## config.mk

```make
export PLATFORM = sky130hd
export DESIGN_NAME = ice51_uart_loader
export DESIGN_NICKNAME = d
export VERILOG_FILES = /design/src/rtl/ice51_pkg.sv /design/src/rtl/ice51_uart_rx.sv /design/src/rtl/ice51_uart_loader.sv
export SDC_FILE = /design/constraint.sdc
export NUM_CORES = 1
export LEC_CHECK = 0
export CAP_MARGIN = 20
export CORE_MARGIN = 1
export CORE_UTILIZATION = 45
export DETAILED_ROUTE_END_ITERATION = 16
export DONT_BUFFER_PORTS = 1
export GPL_TIMING_DRIVEN = 0
export PLACE_DENSITY = 0.69
export REMOVE_ABC_BUFFERS = 1
export SYNTH_ARGS = -nofsm -noshare
export SYNTH_HDL_FRONTEND = slang
export SYNTH_HIERARCHICAL = 1
export SYNTH_SLANG_ARGS = --single-unit
```

## constraint.sdc

```tcl
create_clock -name i_clk -period 3.5 [get_ports i_clk]
set_clock_uncertainty 0.2 [all_clocks]
set_input_delay 0.875 -clock i_clk [delete_from_list [all_inputs] [get_ports i_clk]]
set_output_delay 0.875 -clock i_clk [all_outputs]
set_load 0.005 [all_outputs]
```

## src/rtl/ice51_pkg.sv

```systemverilog
// Shared ice51 constants and the UART receive state encoding.
// The top level, the loader and the UART TX all import this package.
package ice51_pkg;
  localparam int CLKS_PER_BIT_DEF = 104;
  localparam int MEM_SIZE_DEF     = 512;
  localparam int ADDR_W_DEF       = 9;

  typedef enum logic [1:0] {
    IDLE,
    START,
    DATA,
    STOP
  } rx_state_e;
endpackage

```

## src/rtl/ice51_uart_rx.sv

```systemverilog
// 8N1 UART receiver with a 2-flop input synchroniser and mid-bit sampling.
// It emits a one-cycle byte strobe, or a one-cycle frame-error pulse when the stop bit is low.
module ice51_uart_rx
  import ice51_pkg::*;
#(
  parameter int CLKS_PER_BIT = CLKS_PER_BIT_DEF
) (
  input  logic       i_clk,
  input  logic       i_nrst,
  input  logic       rx_i,
  output logic       byte_vld_o,
  output logic [7:0] byte_o,
  output logic       frame_err_o
);
  localparam int CW = $clog2(CLKS_PER_BIT);
  localparam logic [CW-1:0] HALF_M1 = CW'(CLKS_PER_BIT / 2 - 1);
  localparam logic [CW-1:0] FULL_M1 = CW'(CLKS_PER_BIT - 1);

  logic [1:0]    sync_q;
  logic          rx_s;
  rx_state_e     state_q, state_d;
  logic [CW-1:0] cnt_q, cnt_d;
  logic [2:0]    idx_q, idx_d;
  logic [7:0]    sh_q, sh_d;
  logic          armed_q, armed_d;
  logic          vld_q, vld_d;
  logic          ferr_q, ferr_d;

  assign rx_s = sync_q[1];

  always_ff @(posedge i_clk or posedge i_nrst) begin
    if (i_nrst) begin
      sync_q  <= 2'b11;
      state_q <= IDLE;
      cnt_q   <= '0;
      idx_q   <= '0;
      sh_q    <= '0;
      armed_q <= 1'b1;
      vld_q   <= 1'b0;
      ferr_q  <= 1'b0;
    end else begin
      sync_q  <= {sync_q[0], rx_i};
      state_q <= state_d;
      cnt_q   <= cnt_d;
      idx_q   <= idx_d;
      sh_q    <= sh_d;
      armed_q <= armed_d;
      vld_q   <= vld_d;
      ferr_q  <= ferr_d;
    end
  end

  // armed blocks a new start until the line has been seen high, so a line
  // stuck low after a framing error cannot generate a stream of bytes.
  always_comb begin
    state_d = state_q;
    cnt_d   = cnt_q + CW'(1);
    idx_d   = idx_q;
    sh_d    = sh_q;
    armed_d = armed_q | rx_s;
    vld_d   = 1'b0;
    ferr_d  = 1'b0;
    case (state_q)
      IDLE: begin
        cnt_d = '0;
        if (!rx_s && armed_q) state_d = START;
      end
      START: begin
        if (cnt_q == HALF_M1) begin
          cnt_d = '0;
          idx_d = '0;
          state_d = rx_s ? IDLE : DATA;
        end
      end
      DATA: begin
        if (cnt_q == FULL_M1) begin
          cnt_d = '0;
          sh_d  = {rx_s, sh_q[7:1]};
          idx_d = idx_q + 3'd1;
          if (idx_q == 3'd7) state_d = STOP;
        end
      end
      STOP: begin
        if (cnt_q == FULL_M1) begin
          cnt_d   = '0;
          state_d = IDLE;
          if (rx_s) begin
            vld_d = 1'b1;
          end else begin
            ferr_d  = 1'b1;
            armed_d = 1'b0;
          end
        end
      end
      default: state_d = IDLE;
    endcase
  end

  assign byte_vld_o  = vld_q;
  assign byte_o      = sh_q;
  assign frame_err_o = ferr_q;
endmodule

```

## src/rtl/ice51_uart_loader.sv

```systemverilog
// UART boot loader: writes MEM_SIZE received bytes to code memory from address 0,
// holding the core in reset until the last byte is written.
module ice51_uart_loader
  import ice51_pkg::*;
#(
  parameter int CLKS_PER_BIT = CLKS_PER_BIT_DEF,
  parameter int MEM_SIZE     = MEM_SIZE_DEF,
  parameter int ADDR_W       = ADDR_W_DEF,
  parameter int PRELOAD      = 0
) (
  input  logic              i_clk,
  input  logic              i_nrst,
  input  logic              i_uart_rx,
  output logic              o_wr_en,
  output logic [ADDR_W-1:0] o_wr_addr,
  output logic [7:0]        o_wr_data,
  output logic              o_cpu_rst,
  output logic              o_done,
  output logic              o_frame_err
);
  localparam logic [ADDR_W-1:0] LAST = ADDR_W'(MEM_SIZE - 1);
  localparam logic              PRE  = (PRELOAD != 0);

  logic              byte_vld;
  logic [7:0]        rx_byte;
  logic              rx_ferr;

  logic [ADDR_W-1:0] ptr_q, ptr_d;
  logic              wr_en_q, wr_en_d;
  logic [ADDR_W-1:0] wr_addr_q, wr_addr_d;
  logic [7:0]        wr_data_q, wr_data_d;
  logic              done_q, done_d;
  logic              cpu_rst_q, cpu_rst_d;
  logic              ferr_q, ferr_d;

  ice51_uart_rx #(
    .CLKS_PER_BIT(CLKS_PER_BIT)
  ) u_rx (
    .i_clk      (i_clk),
    .i_nrst     (i_nrst),
    .rx_i       (i_uart_rx),
    .byte_vld_o (byte_vld),
    .byte_o     (rx_byte),
    .frame_err_o(rx_ferr)
  );

  always_ff @(posedge i_clk or posedge i_nrst) begin
    if (i_nrst) begin
      ptr_q     <= '0;
      wr_en_q   <= 1'b0;
      wr_addr_q <= '0;
      wr_data_q <= '0;
      done_q    <= PRE;
      cpu_rst_q <= ~PRE;
      ferr_q    <= 1'b0;
    end else begin
      ptr_q     <= ptr_d;
      wr_en_q   <= wr_en_d;
      wr_addr_q <= wr_addr_d;
      wr_data_q <= wr_data_d;
      done_q    <= done_d;
      cpu_rst_q <= cpu_rst_d;
      ferr_q    <= ferr_d;
    end
  end

  // Pointer saturates at LAST; the strobe at LAST ends loading on the next cycle.
  always_comb begin
    ptr_d     = ptr_q;
    wr_en_d   = 1'b0;
    wr_addr_d = wr_addr_q;
    wr_data_d = wr_data_q;
    done_d    = done_q;
    cpu_rst_d = cpu_rst_q;
    ferr_d    = ferr_q | rx_ferr;
    if (byte_vld && !done_q) begin
      wr_en_d   = 1'b1;
      wr_addr_d = ptr_q;
      wr_data_d = rx_byte;
      if (ptr_q != LAST) ptr_d = ptr_q + ADDR_W'(1);
    end
    if (wr_en_q && wr_addr_q == LAST) begin
      done_d    = 1'b1;
      cpu_rst_d = 1'b0;
    end
  end

  assign o_wr_en     = wr_en_q;
  assign o_wr_addr   = wr_addr_q;
  assign o_wr_data   = wr_data_q;
  assign o_cpu_rst   = cpu_rst_q;
  assign o_done      = done_q;
  assign o_frame_err = ferr_q;
endmodule

```

==> results.yml, run 1 <==
outcome:
  outcome: "finished, final reports clean"
routing:
  vias_per_cell: 5.188
  drt_iter0_markers: 92
  num_vias: 1297
  drt_pass1_iterations: 5
  drc_errors: 0
  wl_per_cell_microns: 14.33
  final_antenna_net_count: 0
  drt_wl_total_microns: 3583
global_route:
  antenna_found_initial: 0
  grt_pass1_wl_microns: 6237
  grt_pass1_vias: 1342
  grt.overflow.total: 0
  grt_max_degree: 31
  grtUsageTotal: 0.1498
final_layout:
  diodes: 0
  n_fill_cell: 458
  fin_nets: 187
  final_common_cell: "dfrtp_1"
  syn_to_final_growth_pct: 9.264
  multi_input_area_sq_um: 927.1
  layout_common_cells: "dfrtp_1 (51), mux2_4 (15), nor2_1 (14)"
  drive_above_1_share: 0.1944
  seqCellArea_sq_um: 1381
timing:
  slew_headroom: 0.3944
  finalHoldViolations: 0
  finalCriticalPeriod_ps: 2122
  max_freq_ghz: 0.4712
  tns_ps: 0
  report.final.slew_viol_count: 0
  setup_slack_ps: 1378
  rsz0062_at_grt: "false"
  setup_viol: 0
  timing.final.crit_share: 0.6063
  tightest_slew_ps: 907.4
setup_path:
  reg2reg_depth: 5
  crit_path_max_fanout: 6
  required_ps: 3480
  cp_slowest_cell: "dfrtp_1"
  max_stage_delay_ps: 450
  crit_path_start_kind: "flip-flop"
  crit_type: "flip-flop to flip-flop"
  worstPathArrival_ps: 2100
  critical_path_buf_inv_count: 0
  path_cells: "ha_1, and4_1, ha_1, nor3b_2, mux2_1"
  cp_top_family: "simple AND/OR/NAND/NOR gates"
  critical_path_depth: 5
  endpoint_kind: "flip-flop"
  cp_common_cell: "ha_1"
place:
  place.port_buffers: 0
  place_hpwl_microns: 2538
  gp_congestion: 0.7746
  post-place-ws_ps: 1390
yosys:
  yosysSeqAreaShare: 0.5844
  synthDistinctLibCells: 37
  yosysTopAreaCell: "dfrtp_1"
  ys_ff_latch: 55
  synth.area.top_cells: "dfrtp_1 (54%), mux2_4 (9.5%), mux2_1 (4.8%)"
  synth.cell_area_sq_um: 2364
  synth_warnings: 6
  synthCells: 175
  syn_area_per_cell_sq_um: 13.51
  yosys.area.top_type_share: 0.5400
power:
  vdd_drop_max_uv: 207.3
  p_leak_nw: 1.260
  powerDensity_nw_per_um2: 492.5
clock_network:
  cts_tree: "done"
  clockBufferDepth: 2
  htree_num_levels: 2
  cts_inserted_buffers: 5
  clk_pin_slew_worst_paths_ps: 100
  clk_latency_ps: 300
  cts_sinks: 55
  cts_resized: 0
  cts_root_buf: "clkbuf_8"
  cts_post_setup_buffers_inserted: 0
  cts_hold_buffers: 0
floorplan:
  die_w_microns: 74.47
  fp.dieArea_sq_um: 5546
  initial_core_util: 0.4657
  coreArea_sq_um: 5075
  rows: 26
  io_pins: 24
  die_height_microns: 74.47
min_path:
  whs_path_depth: 0
  hold_path_class: "flip-flop to flip-flop"
run:
  max_cap_viol_count: 0
worst register-to-register path, cell delays in order, from the launching register on:
cell and delay (ps):
dfrtp_1 450, ha_1 270, and4_1 210, ha_1 200, nor3b_2 320, mux2_1 350
per-layer routing:
layer  part of all wire  GRT usage  vias up  wire [microns]
li1                   -          -      618               -
met3              0.041    0.03523        4             147
met4             0.0084    0.05870        0              30
met2               0.49     0.2382       16            1769
met1               0.46     0.1988      659            1636
met5                  0          0        -               0
final timing paths:
check / slack (ps) / start / end
setup / recovery: 1380 / ptr_q[0] / ptr_q[8]
hold / removal: 160 / u_rx/sync_q[0] / u_rx/sync_q[1]
setup reg to reg: 1380 / ptr_q[0] / ptr_q[8]
hold reg to reg: 160 / u_rx/sync_q[0] / u_rx/sync_q[1]
max in group asynchronous: 2090 / i_nrst / u_rx/cnt_q[5]
min in group asynchronous: 210 / i_nrst / o_wr_addr[6]
Yosys cell counts, drive strengths merged:
cell type / n
nor3: 2
nand3b: 1
ha: 5
inv: 3
nand2: 8
a22oi: 1
nor4b: 1
nor2b: 5
nor2: 14
or3: 2
a21oi: 4
or4b: 1
nor3b: 1
o21a: 1
a31oi: 1
xor2: 3
a21o: 2
mux2: 27
nand3: 7
and2: 2
and4: 2
o21ai: 1
clkbuf: 1
and4bb: 1
o221a: 1
buf: 4
o211ai: 1
dfrtp: 51
xnor2: 9
dfstp: 4
or2: 2
nand4: 6
and3b: 1
cell type report:
cell class,instances,share of cell area
clock buffer,6,0.02810
clock inverter,2,0.02326
inverter,3,0.004360
multi-input combinational,112,0.3590
sequential,55,0.5349
tap,70,0.03391
timing repair buffer,2,0.01647
state kept, by name, summed over array words and instances (netlist names), named ones only:
signal,count
o_wr_addr,9
ptr_q,9
o_wr_data,8
u_rx/byte_o,8
u_rx/cnt_q,7
u_rx/idx_q,3
u_rx/sync_q,2
o_cpu_rst,1
o_done,1
o_frame_err,1
o_wr_en,1
u_rx/armed_q,1
u_rx/byte_vld_o,1
u_rx/frame_err_o,1
u_rx/state_q,1
metrics by stage:
stage / utilization / hold slack [ps] / cell area (sq um) / total power (W) / cells
6_report: 0.5089 / 158.9 / 2582 / 0.001272 / 250
4_1_cts: 0.5035 / 160.2 / 2555 / 0.001287 / 249
3_5_place_dp: 0.4773 / 147.2 / 2422 / 0.0008031 / 241
3_3_place_gp: 0.4739 / 145.6 / 2405 / 0.0007968 / 240
2_1_floorplan: - / 145.2 / 2317 / 0.0007801 / 170
5_1_grt: 0.5089 / 163.9 / 2582 / 0.001339 / 250
logic make-up after synthesis:
logic type               count (synthesis)  synth area share
AND/OR/NAND/NOR                         56            0.1339
buffers and inverters                    8           0.02435
AO/OA/AOI/OAI                           12           0.03388
XOR/XNOR                                12           0.04447
flip-flops                              55            0.5844
adder cells (fa/ha/maj)                  5           0.02647
multiplexers                            27            0.1525
power by group:
part / total [W] / internal [W] / switching (W) / leakage, nW
clock network: 0.000479 / 0.000286 / 0.000193 / 0.0654
registers: 0.000703 / 0.000666 / 0.0000372 / 0.743
logic: 0.0000900 / 0.0000417 / 0.0000483 / 0.451
total: 0.00127 / 0.000993 / 0.000279 / 1.26
(Power assumes the default switching activity.)
==> run 2, diff against run 1 <==
PLACE_DENSITY = 0.71   (was 0.69)
clock period = 1.7 ns   (was 3.5 ns; I/O delays follow)
==> run 2 against run 1 <==
The flow now finishes with violations (setup timing). Worst setup slack lost 1700 ps. Flip-flop and latch count stayed put. Hold slack worse by 150 ps. Register-to-register slack worse by 1700 ps. Non-clock buffer count increased by 16. Sequential share of layout area fell by 4.7 points. Core utilization increased by 5.1 points. Critical path depth shrank 1. Design area increased by 9.9%. Critical path type unchanged. Largest cell class unchanged. Highest routed layer unchanged.
==> results.yml, run 2 (synthesis gave the netlist of run 1 again) <==
outcome:
  outcome: "finished, violations left"
  violations: "setup timing"
place:
  place.port_buffers: 0
  post-place-ws_ps: -446.1
  place_hpwl_microns: 2763
  gp_congestion: 0.7845
  dp_cells: 241
  dpl_cell_area_sq_um: 2422
floorplan:
  fp.dieArea_sq_um: 5546
  die_height_microns: 74.47
  io_pins: 24
  die_w_microns: 74.47
  coreArea_sq_um: 5075
  initial_core_util: 0.4657
  rows: 26
timing:
  setup_viol: 29
  finalCriticalPeriod_ps: 1996
  finalHoldViolations: 0
  tightest_slew_ps: 925.7
  max_freq_ghz: 0.5011
  timing.final.crit_share: 1.174
  rsz0062_at_grt: "true"
  report.final.slew_viol_count: 0
  tns_ps: -5589
  slew_headroom: 0.3822
  setup_slack_ps: -295.6
final_layout:
  diodes: 0
  final_common_cell: "dfrtp_1"
  seqCellArea_sq_um: 1386
  fin_nets: 204
  n_fill_cell: 427
  utilization: 0.5594
  layout_common_cells: "dfrtp_1 (47), mux2_4 (17), buf_4 (13), nor2_1 (13), xnor2_1 (9)"
  finalNonFillerCells: 267
  syn_to_final_growth_pct: 20.12
  post-route-cell-area_sq_um: 2839
  drive_above_1_share: 0.3553
  multi_input_area_sq_um: 1046
routing:
  drt_pass1_iterations: 4
  drc_errors: 0
  vias_per_cell: 5.311
  num_vias: 1418
  drt_wl_total_microns: 4424
  wl_per_cell_microns: 16.57
  drt_iter0_markers: 64
  final_antenna_net_count: 0
clock_network:
  cts_tree: "done"
  cts_root_buf: "clkbuf_8"
  htree_num_levels: 2
  clockBufferDepth: 2
  clk_pin_slew_worst_paths_ps: 90
  cts_inserted_buffers: 5
  clk_latency_ps: 300
  cts_sinks: 55
setup_path:
  crit-reg2reg-capture: "u_rx/byte_o[0]"
  crit_start: "u_rx/cnt_q[1]"
  cp_top_family: "simple AND/OR/NAND/NOR gates"
  path_cells: "ha_4, nand3b_1, or4b_4, mux2_4"
  regToRegSetupSlack_ps: -300
  crit_path_max_fanout: 6
  endpoint_kind: "flip-flop"
  reg2reg_depth: 4
  crit_type: "flip-flop to flip-flop"
  critical_path_depth: 4
  max_stage_delay_ps: 620
  cp_slowest_cell: "or4b_4"
  crit-reg2reg-launch: "u_rx/cnt_q[1]"
  critical_path_buf_inv_count: 0
  crit_end: "u_rx/byte_o[0]"
  required_ps: 1700
  worstPathArrival_ps: 1990
  crit_path_start_kind: "flip-flop"
min_path:
  hold_path_class: "input port to asynchronous set/reset pin"
global_route:
  antenna_found_initial: 0
  grt.overflow.total: 0
  grtUsageTotal: 0.1724
  grt_pass1_wl_microns: 6962
  grt_max_degree: 31
  grt_pass1_vias: 1495
power:
  switchingPower_w: 0.0006289
  vdd_drop_max_uv: 573.1
  p_leak_nw: 1.328
  pwr-share-seq: 0.533
  internal-power_w: 0.002103
  pwr-share-comb: 0.101
  pwr-share-clk: 0.366
  swShare: 0.2302
  powerDensity_nw_per_um2: 962.4
run:
  max_cap_viol_count: 0
==> run 2: worst min-delay path by stage <==
stage                    from              to  slack, ps  cells past startpoint
5_1_grt                i_nrst  u_rx/byte_o[1]         70                      1
4_1_cts                i_nrst  u_rx/byte_o[7]         50                      1
3_3_place_gp   u_rx/sync_q[0]  u_rx/sync_q[1]        150                      0
6_report               i_nrst  u_rx/byte_o[0]          4                      1
3_5_place_dp   u_rx/sync_q[0]  u_rx/sync_q[1]        150                      0
2_1_floorplan  u_rx/sync_q[0]  u_rx/sync_q[1]        150                      0
==> run 2: repair_timing <==
action,in CTS,in global routing
setup buffers,10,4
hold endpoints to repair,1,11
setup endpoints to repair,43,31
pin swaps,12,9
hold buffers,1,1
gates cloned,1,0
resized for setup,16,13
==> run 2: metrics by stage <==
| stage | hold WS (ps) | total power [W] |
|---|---|---|
| detailed placement | 146.9 | 0.001668 |
| CTS | 45.20 | 0.002746 |
| global route | 68.71 | 0.002882 |
| global placement | 145.6 | 0.001639 |
| finish | 4.304 | 0.002732 |
| floorplan | 145.2 | 0.001606 |
==> run 2: cell type report <==
class / instances / area share
clock buffers: 5 / 0.02424
clock inverters: 3 / 0.02380
inverters: 3 / 0.003967
multi-input cells: 113 / 0.3684
flip-flops and latches: 55 / 0.4883
well taps: 70 / 0.03085
repair buffers: 18 / 0.06038
==> run 2: worst reg2reg max path: cells and delay by family, from the launching register on <==
kind | cells | cell delay, ps
flops | 1 | 420
fa+ha+maj | 1 | 160
mux | 1 | 340
simple gates | 2 | 780
==> run 2: metal layers <==
layer | track usage | part of all wire
met1 | 0.1965 | 0.41
met2 | 0.3013 | 0.53
met3 | 0.03659 | 0.032
met4 | 0.09434 | 0.020
met5 | 0 | 0
==> run 2: power groups by stage <==
stage	clock [W]	sequential (W)	combinational [W]
after floorplan	0	0.00145	0.000152
after global placement	0	0.00147	0.000173
after detailed placement	0	0.00148	0.000192
after CTS	0.00102	0.00145	0.000272
after global routing	0.00109	0.00147	0.000318
final	0.000999	0.00146	0.000277
